==> src/rtl/ddr_port_arbiter.sv <==
// Shared DDR port arbiter: locks a grant until burst done, enforces a one-cycle gap
// between grants, fixed-priority or round-robin selection, and a hold-timeout watchdog.
module ddr_port_arbiter #(
  parameter int unsigned NUM_CH   = 4,
  parameter int unsigned MODE     = 0,
  parameter int unsigned HOLD_MAX = 256,
  localparam int unsigned IDX_W   = (NUM_CH > 1) ? $clog2(NUM_CH) : 1
) (
  input  logic              clk,
  input  logic              rst,
  input  logic [NUM_CH-1:0] req,
  input  logic [NUM_CH-1:0] done,
  output logic [NUM_CH-1:0] grant,
  output logic              grant_valid,
  output logic [IDX_W-1:0]  grant_idx,
  output logic              timeout
);

  localparam int unsigned CNT_W    = (HOLD_MAX > 0) ? $clog2(HOLD_MAX + 1) : 1;
  localparam int unsigned CNT_LAST = (HOLD_MAX > 0) ? HOLD_MAX - 1 : 0;

  localparam logic [1:0] ST_IDLE  = 2'd0;
  localparam logic [1:0] ST_GRANT = 2'd1;
  localparam logic [1:0] ST_GAP   = 2'd2;

  logic [1:0]        state, state_d;
  logic [CNT_W-1:0]  cnt, cnt_d;
  logic [IDX_W-1:0]  rr_last, rr_d;
  logic [NUM_CH-1:0] grant_d;
  logic [IDX_W-1:0]  idx_d;
  logic              timeout_d;
  logic [IDX_W-1:0]  win;
  logic [NUM_CH-1:0] req_sh;
  int unsigned       pos;
  logic              done_hit;

  // Winner selection; later loop iterations override earlier ones
  always_comb begin
    win    = '0;
    req_sh = '0;
    pos    = 0;
    if (MODE == 0) begin
      for (int unsigned i = 0; i < NUM_CH; i++) begin
        req_sh = req >> i;
        if (req_sh[0]) win = IDX_W'(i);
      end
    end else begin
      for (int unsigned off = NUM_CH; off >= 1; off--) begin
        pos = 32'(rr_last) + off;
        if (pos >= NUM_CH) pos = pos - NUM_CH;
        req_sh = req >> pos;
        if (req_sh[0]) win = IDX_W'(pos);
      end
    end
  end

  assign done_hit = |(done & grant);

  // Next-state and next-output logic
  always_comb begin
    state_d   = state;
    grant_d   = grant;
    idx_d     = grant_idx;
    cnt_d     = cnt;
    rr_d      = rr_last;
    timeout_d = 1'b0;
    case (state)
      ST_IDLE, ST_GAP: begin
        if (|req) begin
          state_d = ST_GRANT;
          grant_d = NUM_CH'(1) << win;
          idx_d   = win;
          cnt_d   = '0;
          rr_d    = win;
        end else begin
          state_d = ST_IDLE;
          grant_d = '0;
          idx_d   = '0;
        end
      end
      ST_GRANT: begin
        if (done_hit) begin
          state_d = ST_GAP;
          grant_d = '0;
          idx_d   = '0;
        end else if ((HOLD_MAX > 0) && (cnt == CNT_W'(CNT_LAST))) begin
          state_d   = ST_GAP;
          grant_d   = '0;
          idx_d     = '0;
          timeout_d = 1'b1;
        end else if (cnt != '1) begin
          cnt_d = cnt + CNT_W'(1);
        end
      end
      default: begin
        state_d = ST_IDLE;
        grant_d = '0;
        idx_d   = '0;
      end
    endcase
  end

  always_ff @(posedge clk) begin
    if (rst) begin
      state       <= ST_IDLE;
      cnt         <= '0;
      rr_last     <= IDX_W'(NUM_CH - 1);
      grant       <= '0;
      grant_valid <= 1'b0;
      grant_idx   <= '0;
      timeout     <= 1'b0;
    end else begin
      state       <= state_d;
      cnt         <= cnt_d;
      rr_last     <= rr_d;
      grant       <= grant_d;
      grant_valid <= |grant_d;
      grant_idx   <= idx_d;
      timeout     <= timeout_d;
    end
  end

endmodule
==> config.mk <==
export PLATFORM = sky130hd
export DESIGN_NAME = ddr_port_arbiter
export DESIGN_NICKNAME = d
export VERILOG_FILES = /design/src/rtl/ddr_port_arbiter.sv
export SDC_FILE = /design/constraint.sdc
export NUM_CORES = 1
export LEC_CHECK = 0
export ABC_AREA = 1
export CORE_MARGIN = 2
export CORE_UTILIZATION = 45
export CTS_CLUSTER_SIZE = 28
export DETAILED_ROUTE_END_ITERATION = 10
export PLACE_DENSITY_LB_ADDON = 0.2
export SETUP_SLACK_MARGIN = 0.5
export SYNTH_ARGS = -nofsm -noshare
export SYNTH_HDL_FRONTEND = slang
export SYNTH_SLANG_ARGS = --single-unit
==> constraint.sdc <==
create_clock -name clk -period 2.3 [get_ports clk]
set_input_delay 0.345 -clock clk [delete_from_list [all_inputs] [get_ports clk]]
set_output_delay 0.345 -clock clk [all_outputs]
set_load 0.03 [all_outputs]
# After elaboration in Yosys (flattened, before gate mapping)
# Index checks and enable logic that the tools add are counted.
# classes
n_addsub	1
eq_ne	9
shift	1
muxes	21
bitwise_logic	2
reduce_logical	8
# ops
op	n
$mux W9	4
$pmux W9 S2	1
$mux W2	7
$mux W4	3
$reduce_or A4 Y1	3
$add A9 B1 Y9 const B	1
$eq A9 B8 Y1 const B	1
$ne A9 B9 Y1 const B	1
$ne A2 B2 Y1 const B	4
$pmux W2 S2	2
$pmux W4 S2	1
$reduce_or A6 Y1	1
$reduce_and A5 Y1	1
$and A4 B4 Y4	1
$shl A1 B2 Y4 const A	1
$mux W1	3
$ne A3 B3 Y1 const B	1
$eq A2 B1 Y1 const B	1
$eq A2 B2 Y1 const B	1
$logic_not A2 Y1	1
$reduce_bool A2 Y1	1
$reduce_or A2 Y1	1
$not A1 Y1	1
# word_totals
ff_bits	19
out_inout_bits	8
wordCells	48

# Logic depth before layout (Yosys ltp)
# Gate-level depths: netlist of the first run.
# depth
ltp_word	7
mapped_depth	16
mapped_depth_nobuf	16

# Worst setup path after synthesis of the first run
# Ideal clock, no wire load.
# synth_timing
path_type	register to register
start	register cnt[0]
end	register cnt[5]
setup_time_ps	109
arrival_ps	1764
required_time_ps	2191
slack_ps	427
path_stages_with_launch	17
path_buffers	0
period_less_slack_ps	1873
path_cell_list	dfxtp_1 > ha_1 > nand2_1 > inv_1 > nand2_1 > nor2_1 > nand2_1 > nor2_1 > ha_1 > o21ai_0 > nand3_2 > inv_1 > nand2_4 > nand2_4 > nand2_1 > nand2_1 > inv_1
# synth_between
elab_chain_len	5
word_cells_on_any_way	10
classes_between	add/sub: 1; eq/ne: 4; mux: 4; reduce/logical: 1
# synth_lines
item	line_no	text
start, declared	27	logic [CNT_W-1:0] cnt, cnt_d;
start signal, assigned	114	cnt <= cnt_d;
$add A9 B1 Y9	92	cnt_d = cnt + CNT_W'(1);
$mux W9	91	end else if (cnt != '1) begin
$mux W9	86	end else if ((HOLD_MAX > 0) && (cnt == CNT_W'(CNT_LAST))) begin
$mux W9	82	if (done_hit) begin
$pmux W9 S2	67	case (state)
# Several ways; a longest one is shown, not always the timed one. The select of a mux whose other input is x is not followed.
# A chain may end at the register's enable or synchronous reset.

# Worst setup path after layout of the first run
# layout_timing
start	register cnt[0]
end	register cnt[0]
# Same word-level chain as after synthesis.

==> results of run 1 <==
[critical path, delay by kind of cell (launching register included)]
family	cells	cell delay, ps
simple gates	9	770
fa+ha+maj	2	340
flops	1	370
buf+inv	2	140
mux	1	150
[repair_timing]
action | CTS | global route
buffers inserted | 6 | 2
endpoints found under the setup margin | 11 | 12
resized for setup | 13 | 10
pin swaps | 11 | 7
gates cloned | 1 | 0
[report_power, final]
part	internal (mW)	switching, mW	total (mW)
logic	0.0687	0.101	0.170
clock network	0.0652	0.116	0.181
registers	0.345	0.0134	0.358
[final timing paths]
| path | start | end | slack [ps] | cells after the start |
|---|---|---|---|---|
| setup / recovery | cnt[0]$_SDFFE_PP0P_ | cnt[0]$_SDFFE_PP0P_ | 470 | 14 |
| hold reg to reg | grant_idx[0]$_SDFFE_PP0P_ | grant_idx[0]$_SDFFE_PP0P_ | 470 | 2 |
| hold / removal | grant_idx[0]$_SDFFE_PP0P_ | grant_idx[0]$_SDFFE_PP0P_ | 470 | 2 |
| setup reg to reg | cnt[0]$_SDFFE_PP0P_ | cnt[0]$_SDFFE_PP0P_ | 470 | 14 |
[per-layer routing]
layer	global-route usage [%]	up-vias	wire length, um
met5	0	-	0
li1	-	518	-
met1	25.3	471	1130
met3	6.73	7	127
met4	11.0	0	58
met2	32.1	24	1220
[logic make-up after synthesis]
| family | after synthesis | share of synthesized area, % |
|---|---|---|
| simple gates | 79 | 37.7 |
| compound gates | 22 | 11.6 |
| buf+inv | 22 | 8.14 |
| flops | 19 | 37.5 |
| fa+ha+maj | 3 | 3.70 |
| mux | 1 | 1.36 |
[cell usage after synthesis (all sizes together)]
library cell and instances:
nand2 44, nor2 21, ha 3, o21ai 5, clkbuf 1, dfxtp 19
nor3 3, or2 1, inv 21, mux2i 1, nand3 10, a21oi 17
[registers in the layout (all words and copies together) (netlist names)]
name,count
timeout,1
grant_idx,2
grant,4
state,2
grant_valid,1
cnt,9
[per-stage QoR]
stage	power [mW]	hold slack, ps
2_1_floorplan	0.461	438
3_3_place_gp	0.512	449
3_5_place_dp	0.515	463
4_1_cts	0.697	476
5_1_grt	0.739	490
6_report	0.709	470
[layout make-up]
type	count	area, um^2
inverters	21	78.8
flip-flops and latches	19	384
well taps	28	35.0
fillers	203	763
repair buffers	25	230
clock buffers	3	22.5
multi-input cells	106	651
clock inverters	1	5.00
==> summary.md, run 1 <==
At the pin with the least slew margin, the transition time is 538 ps. The worst setup path is captured at a flop. Clock insertion delay at the later pin of the skew report: 320 ps. Yosys printed 0 warnings.

The maximum fanout along the worst path works out to 5. Max-cap violations in this run came to 0. The tools report the count of hold-fix buffers inserted at cts as 0. Global routing consumed, over all layers together, 20.7% of the routing resources. After synthesis, the cell types taking the most area are dfxtp_1, nand2_1, a21oi_1. The clock period could shrink to 1830 ps. The largest individual stage delay along the critical path comes from the cell dfxtp_2. The final cell area excluding filler cells was 0.00141 mm^2; the number of vias after detailed routing was 1020. The master cell of the clock root buffer is clkbuf_4.

Leaving out filler cells and counting taps, the final layout contains 203. For this run, design rule violations remaining after detail routing come to 0. Counting flops and latches in the post-synthesis netlist gives 19.

In the final routed layout, each cell accounts on average for 12.5 um. The library cell used most frequently in the layout, excluding fill and tap cells, is nand2_1. Data on the critical path arrives at its endpoint at 2080 ps. The average via count per standard cell was 5.02. The maximum clock insertion buffer count is 2. The count of buffers added on input and output ports is 17. The antenna diode count is 0, and the area growth from synthesis to layout is 38.6%.

The net count of the mapped netlist is 159. The kind of start point of the critical path was a flop. Cells fill 64.8% of the core in the end. The run gives 1 as the number of H-tree branching levels. At the placement stage, the worst setup path has a slack of 329 ps. For this configuration, the core starts out at a cell density of 46.8%. The peak per-stage delay on the critical path was 370 ps; the final critical-path setup slack was 467 ps. The final number of hold-violating endpoints was 0. Global routing finished with a remaining overflow of 0. The clock transition at the registers of the reported paths is 120 ps, and the cell row count is 17.

After synthesis, the netlist uses 21 different library cells. Between clock sinks in the finished design, the worst skew comes to 5.86 ps. Setup violations remaining at the end of the flow were counted as 0. Detailed placement finished with a half-perimeter wire length of 1660 um. At the end of the flow, the number of nets in the layout was 189. Setup repair after global routing could not meet its margin everywhere. Counting tap cells, the placed design contains a total of 190 instances.

The run gives 2550 ps as the data required time of the worst path. The die is 51.5 um wide. In the layout the commonest cells are nand2_1, clkdlybuf4s50_1, a21oi_1, dfxtp_1. The sequential area share after synthesis was 37.5%.

In this run the tightest slew margin relative to its limit is 64.0%. A synthesized cell averages 6.95 um^2. The worst vdd rail ir drop was 0.000456 V; the number of global-route vias before repair was 935.

Adding up every negative setup slack in the final design gives 0 ps. For the number of instances in the synthesized netlist, the log shows 146. The run gives 11 as the starting DRC count in detailed routing. The logs give 0.00265 mm^2 for the total die area and 0 for the number of nets still failing antenna checks after routing.

For this block, the routed nets add up to 2540 um of wire. The worst hold path belongs to the class reg2reg. Number of optimization iterations in the first detailed-route pass: 4.

The logs give 19 for the number of clock sinks seen by CTS and 0.00122 mm^2 for the placed instance area. The critical path goes through ha_4 -> nand2_2 -> inv_2 -> nand2_4 -> nor2_4 -> nand2_2 -> nor2_4 -> ha_2 -> nand2_2 -> nand3_4 -> inv_2 -> nand2_4 -> nand2_4 -> mux2i_2. Dividing total power by cell area gives a power density of 504 mW/mm^2.

The largest total area in the synthesized netlist belongs to dfxtp_1. The synthesized design devotes to its leading area cell type 37.5% of total area. The number of clock buffers added by TritonCTS is 3. The proportion of layout cells with a drive suffix above 1 was 28.6%; the post-route clock period utilization was 79.7%. The initial antenna violation count came out at 0.

The I/O pin count was 18; the vertical die dimension was 51.5 um. Routability-driven placement finished with a final weighted congestion of 0.861. The run finished with clean final reports. Entering global routing, the biggest net connects 13 pins. Derived from the worst setup path, the maximum achievable clock frequency is 546 MHz. The run gives 0.625 nW as the leakage component of the power. TritonCTS built the clock tree. By startpoint and endpoint, the worst setup path is classified as reg2reg.

The core region is 0.00217 mm^2. The first global-routing pass estimated 4030 um of wire. Number of pins with negative max-slew slack in the final report: 0.

The post-synthesis cell area came out at 0.00101 mm^2.
Power figures use the tool's default switching activity.
==> inputs of run 2 (changes only) <==
==> constraint.sdc (replaced) <==
create_clock -name clk -period 1.9 [get_ports clk]
set_input_delay 0.285 -clock clk [delete_from_list [all_inputs] [get_ports clk]]
set_output_delay 0.285 -clock clk [all_outputs]
set_load 0.03 [all_outputs]
==> summary.md, run 2 (synthesis results as in run 1) <==
STA classifies the critical path endpoint as a flop. The run gives 2570 um (+1.5%) as the detailed-route wire length. The placer congestion estimate was 0.883 (+2.6%).

For the net count of the finished layout, the log shows 192 (+1.6%). In this run the clock root is driven by a clkbuf_4. Cell with the biggest individual delay on the critical path: dfxtp_2. The tools report the proportion of power drawn by the clock network as 23.7% (-1.8 points). The largest registers in the layout are cnt (9), grant (4). The tools report the setup slack at placement as 19.6 ps (-309 ps). Peak per-stage delay on the critical path: 350 ps (-20 ps).

The first-pass GRT wire length was 4220 um (+4.8%); the power per cell area was 581 mW/mm^2 (+15%). TritonCTS built the clock tree. The leakage component of the power is 0.660 nW (+5.8%).

The net switching share of the total power is 31.7% (-0.76 points), and the minimum clock period after layout is 1830 ps (-5.74 ps). The number of H-tree branching levels was 1 (unchanged). The number of buffers added by the clock tree synthesis step was 3 (unchanged).

The family with the most delay on the worst path was simple AND/OR/NAND/NOR gates. Flip-flop count of the largest register, all copies and words added: 9 (unchanged). The starting DRC count in detailed routing came out at 19 (+8). The clock insertion delay at the later pin of the skew report was 290 ps (-30 ps); the number of setup violations in the final report was 0 (unchanged).

The quantity of I/O buffers inserted on ports is 17 (unchanged). The tools report the initial antenna violation count as 0 (unchanged). The critical path goes through ha_4 -> nand2_2 -> inv_2 -> nand2_2 -> nor2_4 -> nand2_2 -> nor2_4 -> ha_4 -> o21ai_4 -> nand3_4 -> buf_12 -> nor2_4 -> nand3_1 -> o21ai_2. The total die area came out at 0.00265 mm^2 (unchanged). The tools report the achievable frequency as 547 MHz (+0.31%). The worst setup path is launched from a flop. The post-route clock period utilization is 96.2% (+16 points).

The tools report the worst vdd rail ir drop as 0.000388 V (-15%). The run gives 1035 (+1.5%) as the number of vias after detailed routing. For the largest net degree at the start of global routing, the log shows 12 (-1). The flow ran to the end, and the final reports show no timing, DRC or antenna violations. Setup repair after global routing could not meet its margin everywhere. The transition time at the pin with the least slew margin was 298 ps (-240 ps); the maximum fanout along the worst path was 4 (-1).

More flip-flops sit in one register than any other, and that register is cnt. The placed wire-length estimate was 1670 um (+0.60%); the switching component of the power was 0.270 mW (+17%). The proportion of layout cells with a drive suffix above 1 is 34.3% (+5.7 points). The logs give 0.00217 mm^2 (unchanged) for the area of the core and 2060 ps (-20 ps) for the data arrival time of the critical path. The total track usage came out at 21.7% (+1.0 points). Classification of the worst-slack hold path: reg2reg. The width of the die came out at 51.5 um (unchanged). The run gives 0 (unchanged) as the number of pins with negative max-slew slack in the final report.

The final critical-path setup slack is 73.1 ps (-394 ps). The tools report the number of clock sinks seen by CTS as 19 (unchanged). The per-cell routed wire length was 12.5 um (about the same). The number of buffer and inverter stages on the critical path works out to 2 (unchanged). The final number of hold-violating endpoints is 0 (unchanged), and the data required time of the worst path is 2130 ps (-420 ps). The cell row count came out at 17 (unchanged). The top cell types in the final layout, fill and taps aside, are nand2_1, dfxtp_1, inv_1, nor2_1, a21oi_1. For the I/O pin count, the log shows 18 (unchanged). Number of violations of the max-capacitance limit: 0 (unchanged).

The worst-case hold slack is 465 ps (-5.17 ps). For the final setup skew, the log shows 3.00 ps (-2.86 ps). The antenna diode count is 0 (unchanged), and the vertical die dimension is 51.5 um (unchanged). The number of global-route vias before repair came out at 981 (+4.9%). For the cell internal power dissipation, the log shows 0.582 mW (+22%).

The run gives 25.5% (+1.5 points) as the share of total power in combinational logic. The starting utilization of the core area is 46.8% (unchanged). For the overflow left after global routing, the log shows 0 (unchanged). The number of optimization iterations in the first detailed-route pass is 4 (unchanged). The library cell used most frequently in the layout, excluding fill and tap cells, is nand2_1.

The maximum clock insertion buffer count is 2 (unchanged). The average via count per standard cell was 5.02 (about the same); the clock transition at the registers of the reported paths was 100 ps (-20 ps). The area growth from synthesis to layout came out at 44.8%. The tools report the worst max-slew margin expressed relative to the limit as 80.1% (+16 points). The run gives 50.8% (+0.3 points) as the register share of total power. The final-layout fill cell count is 192 (-5.4%). The class of the most critical setup path is reg2reg. The logs give 0 (unchanged) for the number of nets still failing antenna checks after routing and 0 (unchanged) for the number of DRC violations after detailed routing.
run 2: changes by cell type in the layout (fill, tap and decap cells not counted), moves of 2 or more:
cell,before,now
clkdlybuf4s50_1,17,9
nand3_2,1,5
nand3_1,8,4
a21oi_2,1,7
dlygate4sd2_1,0,6
nand2_1,34,36
a21oi_1,16,10
run 2: cell type report:
class                   instances  area (um^2)  area share (%)
multi-input cells             106          688            46.8
flip-flops and latches         19          383            26.1
repair buffers                 28          256            17.5
inverters                      21         78.8            5.37
well taps                      28         35.0            2.39
clock buffers                   3         22.5            1.53
clock inverters                 1         5.00           0.341
run 2: timing repair:
action,CTS,global route
endpoints found under the setup margin,27,21
pin swaps,19,14
resized for setup,25,11
cloned,1,0
buffers inserted,8,2
hold buffers,0,0
run 2: power groups by stage:
| stage | Combinational [mW] | Clock [mW] | Sequential (mW) |
|---|---|---|---|
| 6_report | 0.218 | 0.202 | 0.433 |
| 5_1_grt | 0.237 | 0.224 | 0.436 |
| 4_1_cts | 0.210 | 0.207 | 0.433 |
| 3_5_place_dp | 0.185 | 0 | 0.441 |
| 3_3_place_gp | 0.183 | 0 | 0.440 |
| 2_1_floorplan | 0.100 | 0 | 0.460 |
run 2: layer usage:
metal,global-route usage (%),part of all wire [%],up-vias
met5,0,0,-
met4,8.33,1.8,0
met3,3.80,4.2,6
met2,41.5,54,25
met1,23.2,40,477
li1,-,-,527
run 2: per-stage QoR:
stage	instances	total power [mW]	setup TNS, ps	instance area [um^2]	util, %
2_1_floorplan	146	0.560	0	1030	-
3_3_place_gp	191	0.623	0	1240	57.2
3_5_place_dp	191	0.627	0	1240	57.2
4_1_cts	204	0.849	0	1420	65.5
5_1_grt	206	0.897	-100	1470	67.7
6_report	206	0.853	0	1470	67.7
run 2: path summary, 6_finish.rpt:
check                                          startpoint                   endpoint  slack [ps]  cells after the start
worst min register to register  grant_idx[1]$_SDFFE_PP0P_  grant_idx[1]$_SDFFE_PP0P_         470                      2
worst min-delay path            grant_idx[1]$_SDFFE_PP0P_  grant_idx[1]$_SDFFE_PP0P_         470                      2
worst max-delay path                  cnt[1]$_SDFFE_PP0P_        cnt[1]$_SDFFE_PP0P_          70                     14
worst max register to register        cnt[1]$_SDFFE_PP0P_        cnt[1]$_SDFFE_PP0P_          70                     14
run 2: worst min-delay path, delay by kind of cell (launching register included):
kind               cells  cell delay [ps]
and+or+nand+nor        1               60
AOI/OAI and AO/OA      1               50
DFF                    1              320
